$ cat src/rtl/jtframe_frac_cen.sv
// jtframe_frac_cen
// Fractional clock-enable generator. A phase accumulator produces a base
// enable pulse train (cen[0]) averaging step/lim of the clk rate. Binary
// divided enables cen[k] = base / 2^k are phase-locked to the base pulses.
// step/lim can be reprogrammed at run time; bad writes and corrupt
// accumulator states raise a sticky error flag.
//
// Ports:
//   clk       system clock (single domain)
//   rst       synchronous active-high reset
//   cfg_we    one-cycle strobe that loads cfg_step/cfg_lim
//   cfg_step  new step value
//   cfg_lim   new limit value
//   pause     freezes the accumulator and suppresses all enables
//   err_clr   clears err (a simultaneous error set wins)
//   cen       one-cycle enable pulses, cen[k] = base rate / 2^k
//   err       sticky error flag
//   step      active step value (readback)
//   lim       active limit value (readback)
module jtframe_frac_cen #(
    parameter int W     = 16,
    parameter int NDIV  = 3,
    parameter int STEP0 = 105,
    parameter int LIM0  = 1408
) (
    input  logic            clk,
    input  logic            rst,
    input  logic            cfg_we,
    input  logic [W-1:0]    cfg_step,
    input  logic [W-1:0]    cfg_lim,
    input  logic            pause,
    input  logic            err_clr,
    output logic [NDIV-1:0] cen,
    output logic            err,
    output logic [W-1:0]    step,
    output logic [W-1:0]    lim
);

    // With NDIV=1 there is no divider; an unused 1-bit register keeps the code uniform.
    localparam int DW = (NDIV > 1) ? (NDIV - 1) : 1;

    logic [W-1:0]    cnt_r,  cnt_nxt_s;
    logic [DW-1:0]   div_r,  div_nxt_s;
    logic [W-1:0]    step_r, step_nxt_s;
    logic [W-1:0]    lim_r,  lim_nxt_s;
    logic            err_r,  err_nxt_s;
    logic [NDIV-1:0] cen_r,  cen_nxt_s;
    logic            err_set_s;
    logic            run_s;

    // All comparisons are done one bit wider so cnt+step never wraps.
    logic [W:0] sum_s;
    logic [W:0] lim_x_s;
    logic [W:0] lim_plus_step_s;
    logic [W:0] diff_s;
    logic       corrupt_s;
    logic       cfg_valid_s;

    assign sum_s           = {1'b0, cnt_r} + {1'b0, step_r};
    assign lim_x_s         = {1'b0, lim_r};
    assign lim_plus_step_s = {1'b0, lim_r} + {1'b0, step_r};
    assign diff_s          = sum_s - lim_x_s;
    // Legitimate operation keeps cnt below lim; anything at or past lim+step
    // can only come from an upset and is treated as corruption.
    assign corrupt_s       = ({1'b0, cnt_r} >= lim_plus_step_s);
    assign cfg_valid_s     = (cfg_step != {W{1'b0}}) && (cfg_step <= cfg_lim);

    // Next-state logic: config write > pause > corruption recovery > accumulate.
    always_comb begin
        cnt_nxt_s  = cnt_r;
        div_nxt_s  = div_r;
        step_nxt_s = step_r;
        lim_nxt_s  = lim_r;
        cen_nxt_s  = {NDIV{1'b0}};
        err_set_s  = 1'b0;
        run_s      = 1'b1;
        if (cfg_we && cfg_valid_s) begin
            step_nxt_s = cfg_step;
            lim_nxt_s  = cfg_lim;
            cnt_nxt_s  = {W{1'b0}};
            div_nxt_s  = {DW{1'b0}};
        end else begin
            // A rejected write is flagged but otherwise behaves like a normal cycle.
            if (cfg_we) begin
                err_set_s = 1'b1;
            end else begin
                err_set_s = 1'b0;
            end
            if (pause) begin
                cnt_nxt_s = cnt_r;
                div_nxt_s = div_r;
            end else if (corrupt_s) begin
                cnt_nxt_s = {W{1'b0}};
                div_nxt_s = {DW{1'b0}};
                err_set_s = 1'b1;
            end else if (sum_s >= lim_x_s) begin
                cnt_nxt_s    = diff_s[W-1:0];
                cen_nxt_s[0] = 1'b1;
                div_nxt_s    = div_r + {{(DW-1){1'b0}}, 1'b1};
                // cen[k] fires when the low k divider bits are all ones, so
                // the 2^k-th base pulse of every group carries cen[k].
                for (int k = 1; k < NDIV; k++) begin
                    run_s        = run_s & div_r[k-1];
                    cen_nxt_s[k] = run_s;
                end
            end else begin
                cnt_nxt_s = sum_s[W-1:0];
            end
        end
        if (err_set_s) begin
            err_nxt_s = 1'b1;
        end else if (err_clr) begin
            err_nxt_s = 1'b0;
        end else begin
            err_nxt_s = err_r;
        end
    end

    // State and output registers with synchronous reset.
    always_ff @(posedge clk) begin
        if (rst) begin
            cnt_r  <= {W{1'b0}};
            div_r  <= {DW{1'b0}};
            step_r <= W'(STEP0);
            lim_r  <= W'(LIM0);
            err_r  <= 1'b0;
            cen_r  <= {NDIV{1'b0}};
        end else begin
            cnt_r  <= cnt_nxt_s;
            div_r  <= div_nxt_s;
            step_r <= step_nxt_s;
            lim_r  <= lim_nxt_s;
            err_r  <= err_nxt_s;
            cen_r  <= cen_nxt_s;
        end
    end

    assign cen  = cen_r;
    assign err  = err_r;
    assign step = step_r;
    assign lim  = lim_r;

endmodule

$ cat config.mk
export PLATFORM = sky130hd
export DESIGN_NAME = jtframe_frac_cen
export DESIGN_NICKNAME = d
export VERILOG_FILES = /design/src/rtl/jtframe_frac_cen.sv
export SDC_FILE = /design/constraint.sdc
export NUM_CORES = 1
export LEC_CHECK = 0
export BUFFER_PORTS_ARGS = -buffer_cell sky130_fd_sc_hd__buf_2
export CAP_MARGIN = 20
export CORE_MARGIN = 8
export CORE_UTILIZATION = 46
export CTS_BUF_LIST = sky130_fd_sc_hd__clkbuf_8
export DETAILED_ROUTE_END_ITERATION = 10
export PLACE_DENSITY = 0.73
export SYNTH_ARGS = -nofsm -noshare
export SYNTH_HDL_FRONTEND = slang
export SYNTH_SLANG_ARGS = --single-unit
$ cat constraint.sdc
create_clock -name clk -period 3.9 [get_ports clk]
set_clock_uncertainty 0.2 [all_clocks]
set_input_delay 0.585 -clock clk [delete_from_list [all_inputs] [get_ports clk]]
set_output_delay 0.585 -clock clk [all_outputs]
set_load 0.05 [all_outputs]
==> metrics <==
status finished, violations left; failing checks negative setup slack; FILL cells 838; WHS 279 ps; Data arrival, critical path 4440 ps; top cells by area, synth dfxtp_1 22%, ha_1 20%, a21oi_1 6.5%, nand2_1 5.6%, nor2_1 4.8%; Critical Path Source step[0]; Setup crit start kind flip-flop; final wirelength 17,500 um; syn_nets 767; Fmax achieved 229 MHz; Total GRT Usage 22.2%; CP Buf/Inv Count 3; fraction of registers with async set/reset 0%; GRT Residual Overflow 0; Worst slew margin 55.4%; Vias 5,658; remaining antenna violation count 0; Pint 2.60 mW; Post-synth EDFFs 0; first-pass GRT wire length 26,400 um; grt met2 use 39.9%; clk_lat worst skew 330 ps; WL/cell 17.7 um; Sequential Power Share 15.2%; CTS tree built; Final Cycle Share 112%; drt drc 0; antenna cells 0; critical-path cell list buf_6, ha_4, fa_2, a211oi_4, o21ai_4, nand3_2, a31oi_4, nor2_2, buf_4, o21ai_2, xnor2_1, ha_1, nand2_2, a2111oi_2, a2111oi_4, a211oi_4, or4_4, buf_6, nor3_2, a22o_1; area share of the largest cell type after synthesis 21.7%; Post-Syn Instances 646; final setup violation count 22; Layout area overhead 41.8%; critical path's largest stage delay 490 ps; RSZ-0062 raised after global routing true; Post-synth top cells 81 x ha_1, 74 x nand2_1, 65 x a21oi_1; Critical R2R Launch step[0]; Clk pin slew, worst setup/hold paths 110 ps; final worst-path setup slack -460 ps; CORE AREA 0.0107 sq mm; Tightest Pin Transition 669 ps; TritonRoute pass-1 iters 5; fraction of layout cells with a size suffix above 1 36.3%; First DRT Iteration DRCs 354; final hold viol count 0; layout net count 969; Worst setup EP type flip-flop; hpwl dp 13,500 um; fin crit period 4360 ps; Psw 2.25 mW; top cell type by total area after synthesis dfxtp_1; RePlAce Congestion 0.936; CP Class reg -> reg; Data required, critical path 3980 ps; effective utilization at floorplan 46.6%; CP max FO 5; CTS Hold Bufs 0; Sw Share 46.4%; post-synthesis register bit count 54; CTS Buf Count 5; Hold Path Origin err; synthesized cell area 0.00499 sq mm; worst hold path type reg -> reg; vias in the first global route 5,583; initial antenna violation count 0; pre-CTS setup slack -626 ps; max_cap viols 0; slowest stage cell, crit path or4_4; M1 GR Usage 27.0%; Comb pwr share 77.6%; htree depth 2; largest net degree at the start of global routing 38; Slew Viols, Final 0; # rows 38; met3 GRT Util 2.82%; DIE AREA 0.0144 sq mm; GRT busiest layer met2; CTS Sinks 54; worst vdd ir 0.000345 V; leakage power 3.41 nW; I/O pin cnt 73; clock root cell clkbuf_8; Vias per Instance 5.72; dominant delay contributor by cell family on the critical path compound AO/OA/AOI/OAI gates; Max clock buf depth 2; Die Ht 120 um; register area share after synthesis 21.7%; chip width 120 um; yosys warns 0; Top FF cell, synth dfxtp_1; most common cell in the synthesized netlist ha_1; Mapped Avg Cell Area 7.72 sq um; Distinct cells, synth 57; power per cell area 685 mW/mm^2; Port Buffers 72; clock share of power 7.1%
## power by group through the flow
stage / registers [mW] / clock network, mW / logic, mW
after CTS: 0.731 / 0.348 / 3.35
final: 0.738 / 0.346 / 3.76
after global placement: 0.740 / 0 / 3.06
after floorplan: 0.838 / 0 / 1.84
after detailed placement: 0.742 / 0 / 3.14
after global routing: 0.747 / 0.364 / 4.02
## worst register-to-register path: stages (launching register included)
cell	delay, ps
dfxtp_4	360
buf_6	120
ha_4	160
fa_2	380
a211oi_4	270
o21ai_4	100
nand3_2	130
a31oi_4	100
nor2_2	130
buf_4	130
o21ai_2	50
xnor2_1	220
ha_1	310
nand2_2	90
a2111oi_2	60
a2111oi_4	480
a211oi_4	90
or4_4	490
buf_6	150
nor3_2	150
a22o_1	130
## area by class of cell
class                           count  area (sq um)  area share [%]
Multi-Input combinational cell    529          4090            57.7
Timing Repair Buffer              209          1420            20.0
Sequential cell                    54          1120            15.8
Inverter                           49           184            2.60
Tap cell                          140           175            2.48
Clock buffer                        6          82.6            1.17
Clock inverter                      2          12.5           0.177
## worst paths after layout
check                    to  slack (ps)  cells after the start
hold / removal          err         280                      2
hold reg to reg         err         280                      2
setup / recovery  cnt_r[15]        -460                     20
setup reg to reg  cnt_r[15]        -460                     20
## metrics by stage
step / TNS (ps) / cells / total power, mW / util [%] / instance area [sq um]
floorplan: -16.3 / 646 / 2.67 / - / 5060
global placement: -9440 / 966 / 3.80 / 60.3 / 6450
detailed placement: -11280 / 966 / 3.88 / 60.3 / 6450
CTS: -8530 / 981 / 4.42 / 62.8 / 6720
global route: -11180 / 989 / 5.13 / 66.1 / 7070
finish: -8280 / 989 / 4.84 / 66.1 / 7070
## flip-flops by register name (all words and copies together) (netlist names)
| register | count |
|---|---|
| cen | 3 |
| cnt_r | 16 |
| div_r | 2 |
| err | 1 |
| lim | 16 |
| step | 16 |
## layer usage
metal / part of all wire [%] / wire (um) / up-vias
met5: 0 / 0 / -
met4: 2.1 / 368 / 0
met2: 49 / 8620 / 240
met3: 6.6 / 1150 / 34
met1: 42 / 7340 / 2667
li1: - / - / 2717
## placed cells by master, fill, tap and decap left out, drive strengths merged, types with 3 or more instances in the layout
cell type	Yosys	final
xnor2	22	22
a21o	11	11
ha	81	81
inv	49	49
clkbuf	14	6
a21oi	65	65
nand3b	3	3
or4	3	3
nor3	14	14
a211o	5	5
and3	5	5
nor4	9	9
o31ai	5	5
nand2b	6	6
a31oi	6	6
and2	7	7
or3	3	3
o21ai	34	34
nor2b	9	9
fa	3	3
nand2	74	74
mux2i	11	11
a211oi	12	12
nand4	7	7
xor2	15	15
dfxtp	54	54
o21a	8	8
nand3	14	14
o211ai	3	3
buf	1	209
a2111oi	3	3
nor2	65	66
## cell families (layout without fill, tap and decap cells)
kind of cell             count (synthesis)  count (layout)  share of synthesized area (%)
AO/OA/AOI/OAI                          175             175                           22.5
multiplexers                            11              11                           2.21
XOR/XNOR                                37              37                           6.50
adder cells (fa/ha/maj)                 84              84                           21.5
AND/OR/NAND/NOR                        221             222                           20.7
buffers and inverters                   64             266                           4.92
flip-flops                              54              54                           21.7
## repair_timing
action | in CTS | in global routing
pin swaps | 25 | 23
gates resized for setup | 29 | 57
endpoints found under the setup margin | 22 | 22
buffers inserted | 7 | 9
cloned | 1 | 0
Power figures use the tool's default switching activity.
